[config.mk]
export PLATFORM = sky130hd
export DESIGN_NAME = tiny_cpu_fetch
export DESIGN_NICKNAME = d
export VERILOG_FILES = /design/src/rtl/tiny_cpu_fetch.sv
export SDC_FILE = /design/constraint.sdc
export NUM_CORES = 1
export LEC_CHECK = 0
export ABC_CLOCK_PERIOD_IN_PS = 3700
export CAP_MARGIN = 20
export CORE_AREA = 2 2 110 112
export CTS_CLUSTER_SIZE = 25
export DETAILED_ROUTE_END_ITERATION = 8
export DIE_AREA = 0 0 112 114
export GPL_ROUTABILITY_DRIVEN = 0
export PLACE_DENSITY = 0.78
export RECOVER_POWER = 25
export SYNTH_ARGS = -nofsm -noshare
export SYNTH_HDL_FRONTEND = slang
export SYNTH_SLANG_ARGS = --single-unit
[constraint.sdc]
create_clock -name clk -period 3.7 [get_ports clk]
set_input_delay 0.37 -clock clk [delete_from_list [all_inputs] [get_ports clk]]
set_output_delay 0.37 -clock clk [all_outputs]
set_load 0.01 [all_outputs]
[src/rtl/tiny_cpu_fetch.sv]
// Instruction store and sequencer that feeds tiny_cpu's ui_in byte (opcode = [7:4], imm = [3:0]).
// Optional feature: define TINY_FETCH_LOOP_EN to wrap pc to 0 at end of program instead of halting.
module tiny_cpu_fetch #(
   parameter int DEPTH = 16,
   parameter int AW    = 4
) (
   input  logic          clk,
   input  logic          rst,
   input  logic          load_en,
   input  logic          load_valid,
   input  logic [7:0]    load_data,
   output logic          load_ready,
   input  logic          start,
   input  logic          stop,
   output logic [7:0]    instr,
   output logic          instr_valid,
   output logic [AW-1:0] pc,
   output logic          busy,
   output logic          done
);
   typedef enum logic [1:0] {IDLE, LOAD, RUN, HALT} state_t;

   localparam logic [AW:0] FULL = (AW+1)'(DEPTH);
   localparam logic [AW:0] ONE  = (AW+1)'(1);

   state_t        state, state_nx;
   logic [7:0]    mem [DEPTH];
   logic [AW:0]   wr_cnt, wr_cnt_nx, prog_len, prog_len_nx, last_idx;
   logic [7:0]    instr_nx, fetch_data;
   logic          instr_valid_nx, wr_fire, at_last, launch, fetch_halt;
   logic [AW-1:0] pc_nx, fetch_addr;

   assign load_ready = (state == LOAD) && (wr_cnt < FULL);
   assign wr_fire    = load_ready && load_valid;
   assign busy       = (state == RUN);
   assign done       = (state == HALT);
   assign last_idx   = prog_len - ONE;
   assign at_last    = ({1'b0, pc} == last_idx);

   // Next slot to present; a fresh start and the end-of-program wrap both fetch slot 0.
   assign fetch_addr = (state == RUN && !at_last) ? pc + 1'b1 : '0;
   assign fetch_data = mem[fetch_addr];
   assign fetch_halt = (fetch_data[7:4] == 4'hF);

   always_ff @(posedge clk) begin
      if (wr_fire) begin
         mem[wr_cnt[AW-1:0]] <= load_data;
      end
   end

   always_comb begin
      state_nx       = state;
      wr_cnt_nx      = wr_cnt;
      prog_len_nx    = prog_len;
      instr_nx       = instr;
      pc_nx          = pc;
      instr_valid_nx = 1'b0;
      launch         = 1'b0;

      case (state)
         IDLE, HALT: begin
            if (load_en) begin
               state_nx  = LOAD;
               wr_cnt_nx = '0;
            end else if (start && prog_len != '0) begin
               launch = 1'b1;
            end
         end
         LOAD: begin
            if (wr_fire) begin
               wr_cnt_nx = wr_cnt + ONE;
            end
            if (!load_en) begin
               state_nx    = IDLE;
               prog_len_nx = wr_fire ? wr_cnt + ONE : wr_cnt;
            end
         end
         RUN: begin
            if (stop) begin
               state_nx = HALT;
            end else if (at_last) begin
`ifdef TINY_FETCH_LOOP_EN
               launch = 1'b1;
`else
               state_nx = HALT;
`endif
            end else begin
               launch = 1'b1;
            end
         end
         default: state_nx = IDLE;
      endcase

      // A HALT opcode is swallowed: instr/pc keep the last issued instruction.
      if (launch) begin
         if (fetch_halt) begin
            state_nx = HALT;
         end else begin
            state_nx       = RUN;
            instr_nx       = fetch_data;
            pc_nx          = fetch_addr;
            instr_valid_nx = 1'b1;
         end
      end
   end

   always_ff @(posedge clk or posedge rst) begin
      if (rst) begin
         state       <= IDLE;
         instr       <= 8'h00;
         instr_valid <= 1'b0;
         pc          <= '0;
         wr_cnt      <= '0;
         prog_len    <= '0;
      end else begin
         state       <= state_nx;
         instr       <= instr_nx;
         instr_valid <= instr_valid_nx;
         pc          <= pc_nx;
         wr_cnt      <= wr_cnt_nx;
         prog_len    <= prog_len_nx;
      end
   end
endmodule
==> summary.md, run 1 <==
| Metric | Value |
|---|---|
| Post-Syn Area per Cell | `13.6 sq um` |
| Pwr dens | `674 nW/um^2` |
| Ys flop type | `edfxtp_1` |
| Total Routing Usage GR | `0.259` |
| Syn. warnings | `0` |
| Via count | `4484` |
| Seq/Total Area, Yosys | `0.652` |
| Largest cells by area after synthesis | `edfxtp_1, dfrtp_1, mux2i_1` |
| First-pass DRT Iterations | `5` |
| Pin count of the biggest net entering global routing | `35` |
| Netlist cell types | `59` |
| Min-Delay Path Class | `in -> async` |
| Simple-Gate Fraction of Synth Area | `0.0955` |
| Die span in x | `112 microns` |
| Main combinational cell family by area after synthesis | `compound AO/OA/AOI/OAI gates` |
| First-pass GRT wire length | `24400 microns` |
| Non-Filler Instances | `710` |
| Leak | `2.74 nW` |
| Drt total wl | `15500 microns` |
| Fin. max-slew vios | `0` |
| Die Span Y | `114 microns` |
| Max VDD drop | `0.000471 V` |
| Final Hold Violating Endpoints | `0` |
| Fin nets | `574` |
| I/O pin cnt | `30` |
| Fillers | `780` |
| Worst Hold Margin | `0.452 ns` |
| CP Launch Type | `flip-flop` |
| Avg Vias per Cell | `6.32` |
| Grt total ovfl | `0` |
| Tmin final | `3.39 ns` |
| WS Path Type | `reg -> reg` |
| Row count | `40` |
| Setup tns final | `0 ns` |
| Slew headroom | `0.388` |
| Final instance area | `7970 sq um` |
| R2R Path End | `instr[0]` |
| Hpwl dp | `10600 microns` |
| Buffers on Ports | `29` |
| Cell Count Post-Placement | `678` |
| Initial antenna violation count | `0` |
| Post-Syn Area | `6850 sq um` |
| Initial cell density of the core | `0.585` |
| # diodes | `0` |
| Drt initial violations | `396` |
| Clk_lat worst skew | `0.42 ns` |
| Placed cell areas | `7380 sq um` |
| Register area | `4470 sq um` |
| Final setup viols | `0` |
| Worst R2R Start | `prog_len[0]` |
| Residual DRC | `0` |
| RSZ-0062 raised after global routing | `false` |
| Gate Count Post-Synth | `504` |
| Synthesized flop and latch total | `153` |
| Clk root buf | `clkbuf_16` |
| Max-Cap Viols | `0` |
| Synth area leader | `edfxtp_1` |
| Commonest cells post-synth | `edfxtp_1, nand2_1, o21ai_0` |
| Required @ worst endpoint | `4.00 ns` |
| Reg2Reg Setup Slack | `0.31 ns` |
| Core ar. | `11700 sq um` |
| EDFF count, synth | `128` |
| Mux cell area share after synthesis | `0.0716` |
| Reg clk slew, reported paths | `0.06 ns` |
| Most frequent cell after synthesis | `edfxtp_1` |
| Critical path arrival | `3.69 ns` |
| FFs w/ async S/R, synth | `0.163` |
| Clk_skew | `0.00838 ns` |
| Crit share post-route | `0.915` |
| Wirelength per Cell | `21.8 microns` |
| Outcome | `finished, final reports clean` |
| FF-to-FF path depth | `10` |
| Die area | `12800 sq um` |
| CTS tree | `built` |
| Vias in the first global route | `4425` |
| Clock Sinks | `153` |
| Share of layout cells above drive strength 1 | `0.153` |
| Fmax | `0.295 GHz` |
| CTS Buffer Depth | `2` |
| Post-route ant nets | `0` |
| CP max FO | `34` |
| Synth Area in Compound Gates | `0.126` |
| CTS buffer count | `17` |
| Area of the multi-input gates | `2230 sq um` |
| CP endpoint kind | `flip-flop` |
| Slew @ Worst Pin | `0.916 ns` |
| Top-area cell type share of the netlist area | `0.561` |
| Adder-Cell Fraction of Synth Area | `0.0183` |
| Xor/xnor share of the synthesized area | `0.0128` |
| Area Growth Syn to Fin | `16.3%` |
| Net Count, Synth | `528` |
| H-tree depth | `4` |
## layout make-up
type	instances	share of cell area
multi-input cells	315	0.280
repair buffers	52	0.0581
flip-flops and latches	153	0.561
clock buffers	19	0.0543
well taps	147	0.0231
clock inverters	13	0.0185
inverters	11	0.00518
## metrics by stage
| stage | utilization | power (mW) | setup WS, ns |
|---|---|---|---|
| after floorplan | - | 3.22 | 0.836 |
| after global placement | 0.630 | 3.64 | 0.433 |
| after global routing | 0.680 | 5.58 | 0.0510 |
| final | 0.680 | 5.37 | 0.313 |
| after CTS | 0.680 | 5.37 | 0.243 |
| after detailed placement | 0.630 | 3.70 | 0.289 |
## layer usage
| layer | global-route usage | vias up | part of all wire |
|---|---|---|---|
| li1 | - | 2025 | - |
| met1 | 0.334 | 2206 | 0.41 |
| met2 | 0.419 | 220 | 0.48 |
| met3 | 0.0776 | 33 | 0.090 |
| met4 | 0.101 | 0 | 0.025 |
| met5 | 0 | - | 0 |
## critical path, cell delays in order, from the launching register on
cell	delay (ns)
dfrtp_1	0.39
inv_1	0.07
ha_1	0.25
xnor2_1	0.15
a211oi_2	0.39
o211a_4	0.44
o22ai_1	0.14
nor4_1	0.46
nor4_4	0.12
a31oi_4	0.43
mux2_2	0.40
## worst max path at each step
stage	end	from	slack, ns	cells past startpoint
after CTS	instr[0]	prog_len[0]	0.24	10
after global routing	instr[0]	prog_len[0]	0.05	10
after detailed placement	instr[0]	prog_len[0]	0.29	10
after global placement	instr[0]	prog_len[0]	0.43	10
final	instr[0]	prog_len[0]	0.31	10
after floorplan	instr[1]	prog_len[0]	0.84	11
## power by group
part	switching [mW]	internal, mW	total (mW)
logic	0.924	0.676	1.60
clock network	0.677	1.00	1.68
registers	0.0923	2.00	2.09
## kinds of logic (layout without fill, tap and decap cells)
| kind of cell | after synthesis | after routing |
|---|---|---|
| multiplexers | 41 | 41 |
| buffers and inverters | 36 | 95 |
| adder cells (fa/ha/maj) | 10 | 10 |
| AND/OR/NAND/NOR | 132 | 132 |
| flip-flops | 153 | 153 |
| XOR/XNOR | 10 | 10 |
| AO/OA/AOI/OAI | 122 | 122 |
## layout by cell type (no fill, tap or decap), types with 2 or more instances in the layout
master	netlist	layout
dfrtp_1	25	24
a211oi_1	12	12
edfxtp_1	128	128
mux2i_1	22	22
or4_1	4	4
nand2_1	41	41
inv_1	11	11
dlygate4sd3_1	0	6
nor3_1	12	12
clkbuf_16	0	17
nor2b_1	8	8
o211ai_1	7	7
nand4_1	3	3
o32ai_1	5	5
clkdlybuf4s50_1	0	23
o22a_1	8	8
o21ai_1	2	2
a22o_1	2	2
o21ai_0	37	37
a22oi_1	2	2
nor2_1	35	35
ha_1	10	10
o22ai_1	5	5
a211o_1	5	5
clkinvlp_4	0	2
buf_4	2	23
a21oi_1	20	20
clkinv_4	0	5
nand3_1	7	7
xnor2_1	5	5
clkbuf_1	16	2
mux4_2	3	3
a221oi_1	2	2
and2_1	5	5
mux2_2	10	10
nand2b_1	8	8
mux2_4	6	6
bufinv_16	0	2
xor2_1	5	5
## sequential cells by signal (all words and copies together) (netlist names)
signal / cells
wr_cnt: 5
instr_valid: 1
state: 2
mem: 128
pc: 4
prog_len: 5
instr: 8
## repair_timing
| action | CTS | global route |
|---|---|---|
| endpoints found under the setup margin | 0 | 1 |
| hold buffers | 0 | 0 |
| buffers inserted | 0 | 0 |
| resized for setup | 0 | 1 |
Power figures use the tool's default switching activity.
==> inputs of run 2 (changes only) <==
- CORE_AREA: 2 2 110 112 -> 2 2 169 171
- DIE_AREA: 0 0 112 114 -> 0 0 171 173
- GPL_ROUTABILITY_DRIVEN: 0 -> not set
- PLACE_DENSITY: 0.78 -> not set
==> run 2 against run 1 <==
  * Clock power up 2%
  * Global-route usage down 15 points
  * Critical path depth unchanged
  * Sequential power hardly changed
  * Largest cell class unchanged
==> summary.md, run 2 (same netlist as run 1, synthesis figures left out) <==
| Metric | Value |
|---|---|
| Buffers on Ports | `29 (unchanged)` |
| Fmax | `0.290 GHz (was 0.295 GHz)` |
| Commonest non-fill, non-tap cell in the layout | `edfxtp_1 (unchanged)` |
| Core Util, Final | `0.301 (was 0.680)` |
| Share of layout cells above drive strength 1 | `0.156 (was 0.153)` |
| Pwr dens | `651 nW/um^2 (was 674 nW/um^2)` |
| Met1 Wirelength | `7360 microns (was 6280 microns)` |
| CTS resizes | `0 (unchanged)` |
| Wirelength per Cell | `17.0 microns (was 21.8 microns)` |
| RSZ-0062 raised after global routing | `false (unchanged)` |
| Power Total | `5.40 mW (was 5.37 mW)` |
| WL met3 | `838 microns (was 1400 microns)` |
| Avg Vias per Cell | `4.59 (was 6.32)` |
| First-pass GRT wire length | `25100 microns (was 24400 microns)` |
| Clk_lat worst skew | `0.43 ns (was 0.42 ns)` |
| CP endpoint kind | `flip-flop (unchanged)` |
| Initial antenna violation count | `2 (was 0)` |
| Sw Share | `0.308 (was 0.315)` |
| First-pass DRT Iterations | `4 (was 5)` |
| Max VDD drop | `0.000329 V (was 0.000471 V)` |
| FF-to-FF path depth | `10 (unchanged)` |
| Max-Cap Viols | `0 (unchanged)` |
| Grt total ovfl | `0 (unchanged)` |
| Core ar. | `27600 sq um (was 11700 sq um)` |
| Hold buffer count at cts | `0 (unchanged)` |
| CP max FO | `34 (unchanged)` |
| Slew headroom | `0.159 (was 0.388)` |
| CTS tree | `built (unchanged)` |
| WL met2 | `7670 microns (was 7390 microns)` |
| Crit share post-route | `0.931 (was 0.915)` |
| CTS Buffer Depth | `2 (unchanged)` |
| Fin. max-slew vios | `0 (unchanged)` |
| Reg clk slew, reported paths | `0.06 ns (about the same)` |
| Area of the multi-input gates | `2220 sq um (was 2230 sq um)` |
| Area Growth Syn to Fin | `21.2% (was 16.3%)` |
| Via count | `4357 (was 4484)` |
| Row count | `61 (was 40)` |
| Setup repair bufs after CTS | `0 (unchanged)` |
| Placed cell areas | `7710 sq um (was 7380 sq um)` |
| Register area | `4470 sq um (unchanged)` |
| Clk pwr share | `0.319 (was 0.312)` |
| Post-route ant nets | `0 (unchanged)` |
| Leak | `2.77 nW (was 2.74 nW)` |
| Min-Delay Path Class | `in -> async (unchanged)` |
| Max FFs per register | `128 (unchanged)` |
| Setup tns final | `0 ns (unchanged)` |
| Initial cell density of the core | `0.248 (was 0.585)` |
| H-tree depth | `4 (unchanged)` |
| Outcome | `finished, final reports clean (unchanged)` |
| Die area | `29600 sq um (was 12800 sq um)` |
| Residual DRC | `0 (unchanged)` |
| Internal Power | `3.74 mW (was 3.68 mW)` |
| I/O pin cnt | `30 (unchanged)` |
| CP Launch Type | `flip-flop (unchanged)` |
| Critical path arrival | `3.76 ns (was 3.69 ns)` |
| Placer Congestion | `0.819` |
| Total Routing Usage GR | `0.113 (was 0.259)` |
| Slew @ Worst Pin | `1.26 ns (was 0.916 ns)` |
| Die Span Y | `173 microns (was 114 microns)` |
| CTS buffer count | `17 (unchanged)` |
| Uppermost layer routed | `met4 (unchanged)` |
| Sequential share of power | `0.386 (was 0.390)` |
| Final instance area | `8300 sq um (was 7970 sq um)` |
| Tmin final | `3.44 ns (was 3.39 ns)` |
| WS Path Type | `reg -> reg (unchanged)` |
| Clk_skew | `0.00876 ns (was 0.00838 ns)` |
| Required @ worst endpoint | `4.01 ns (was 4.00 ns)` |
| Final setup viols | `0 (unchanged)` |
| Clk root buf | `clkbuf_16 (unchanged)` |
| Commonest cells after routing, fill and taps aside | `edfxtp_1, nand2_1, o21ai_0 (unchanged)` |
| Final Hold Violating Endpoints | `0 (unchanged)` |
| Pin count of the biggest net entering global routing | `35 (unchanged)` |
| Fillers | `2797 (was 780)` |
| Die span in x | `171 microns (was 112 microns)` |
| Vias in the first global route | `4226 (was 4425)` |
| Drt initial violations | `399 (was 396)` |
| Hpwl dp | `11400 microns (was 10600 microns)` |
| Clock Sinks | `153 (unchanged)` |
| Sw power | `1.66 mW (was 1.69 mW)` |
| Combinational power share | `0.295 (was 0.298)` |
| Drt total wl | `16200 microns (was 15500 microns)` |
| Fin nets | `580 (was 574)` |
-- run 2: layout make-up --
cell class,instances,area share
Multi-Input combinational cell,315,0.268
Clock inverter,12,0.0181
Inverter,11,0.00497
Clock buffer,20,0.0526
Antenna cell,2,0.000603
Tap cell,378,0.0570
Sequential cell,153,0.538
Timing Repair Buffer,58,0.0607
-- run 2: per-stage QoR --
step / hold slack [ns] / std cells / worst slack [ns]
6_report: 0.239 / 949 / 0.256
5_1_grt: 0.225 / 947 / 0.0108
4_1_cts: 0.502 / 946 / 0.264
3_5_place_dp: 0.502 / 914 / 0.281
3_3_place_gp: 0.497 / 914 / 0.369
2_1_floorplan: 0.397 / 504 / 0.836
-- run 2: metal layers --
metal | GRT usage | vias to the layer above
met5 | 0 | -
met4 | 0.0420 | 0
met3 | 0.0254 | 21
met2 | 0.176 | 123
met1 | 0.152 | 2174
li1 | - | 2039
-- run 2: power groups by stage --
stage	clock, mW	sequential [mW]	combinational, mW
after global placement	0	2.12	1.58
after floorplan	0	2.12	1.09
after global routing	1.82	2.10	1.75
final	1.72	2.09	1.59
after detailed placement	0	2.12	1.59
after CTS	1.76	2.09	1.59
-- run 2: worst max-delay path, stage by stage, from the launching register on --
cell and delay, ns:
dfrtp_1 0.39, inv_1 0.06, ha_1 0.24, xnor2_1 0.15, a211oi_2 0.38, o211a_4 0.45
nor2_1 0.22, nor4_1 0.49, nor4_4 0.11, a31oi_4 0.45, mux2_2 0.39
-- run 2: path summary, 6_finish.rpt --
| path | to | slack [ns] | from |
|---|---|---|---|
| worst min-delay path | instr[2] | 0.24 | rst |
| worst max register to register | instr[0] | 0.26 | prog_len[0] |
| min in group clk | instr[3] | 0.51 | instr[3] |
| worst max-delay path | instr[0] | 0.26 | prog_len[0] |
| max in group asynchronous | pc[0] | 2.00 | rst |
| worst min register to register | instr[3] | 0.51 | instr[3] |
==> inputs of run 3 (changes only) <==
- SLEW_MARGIN: not set -> 0
==> results of run 3 <==
Final layout, timing and power as in run 2 (identical DEF).
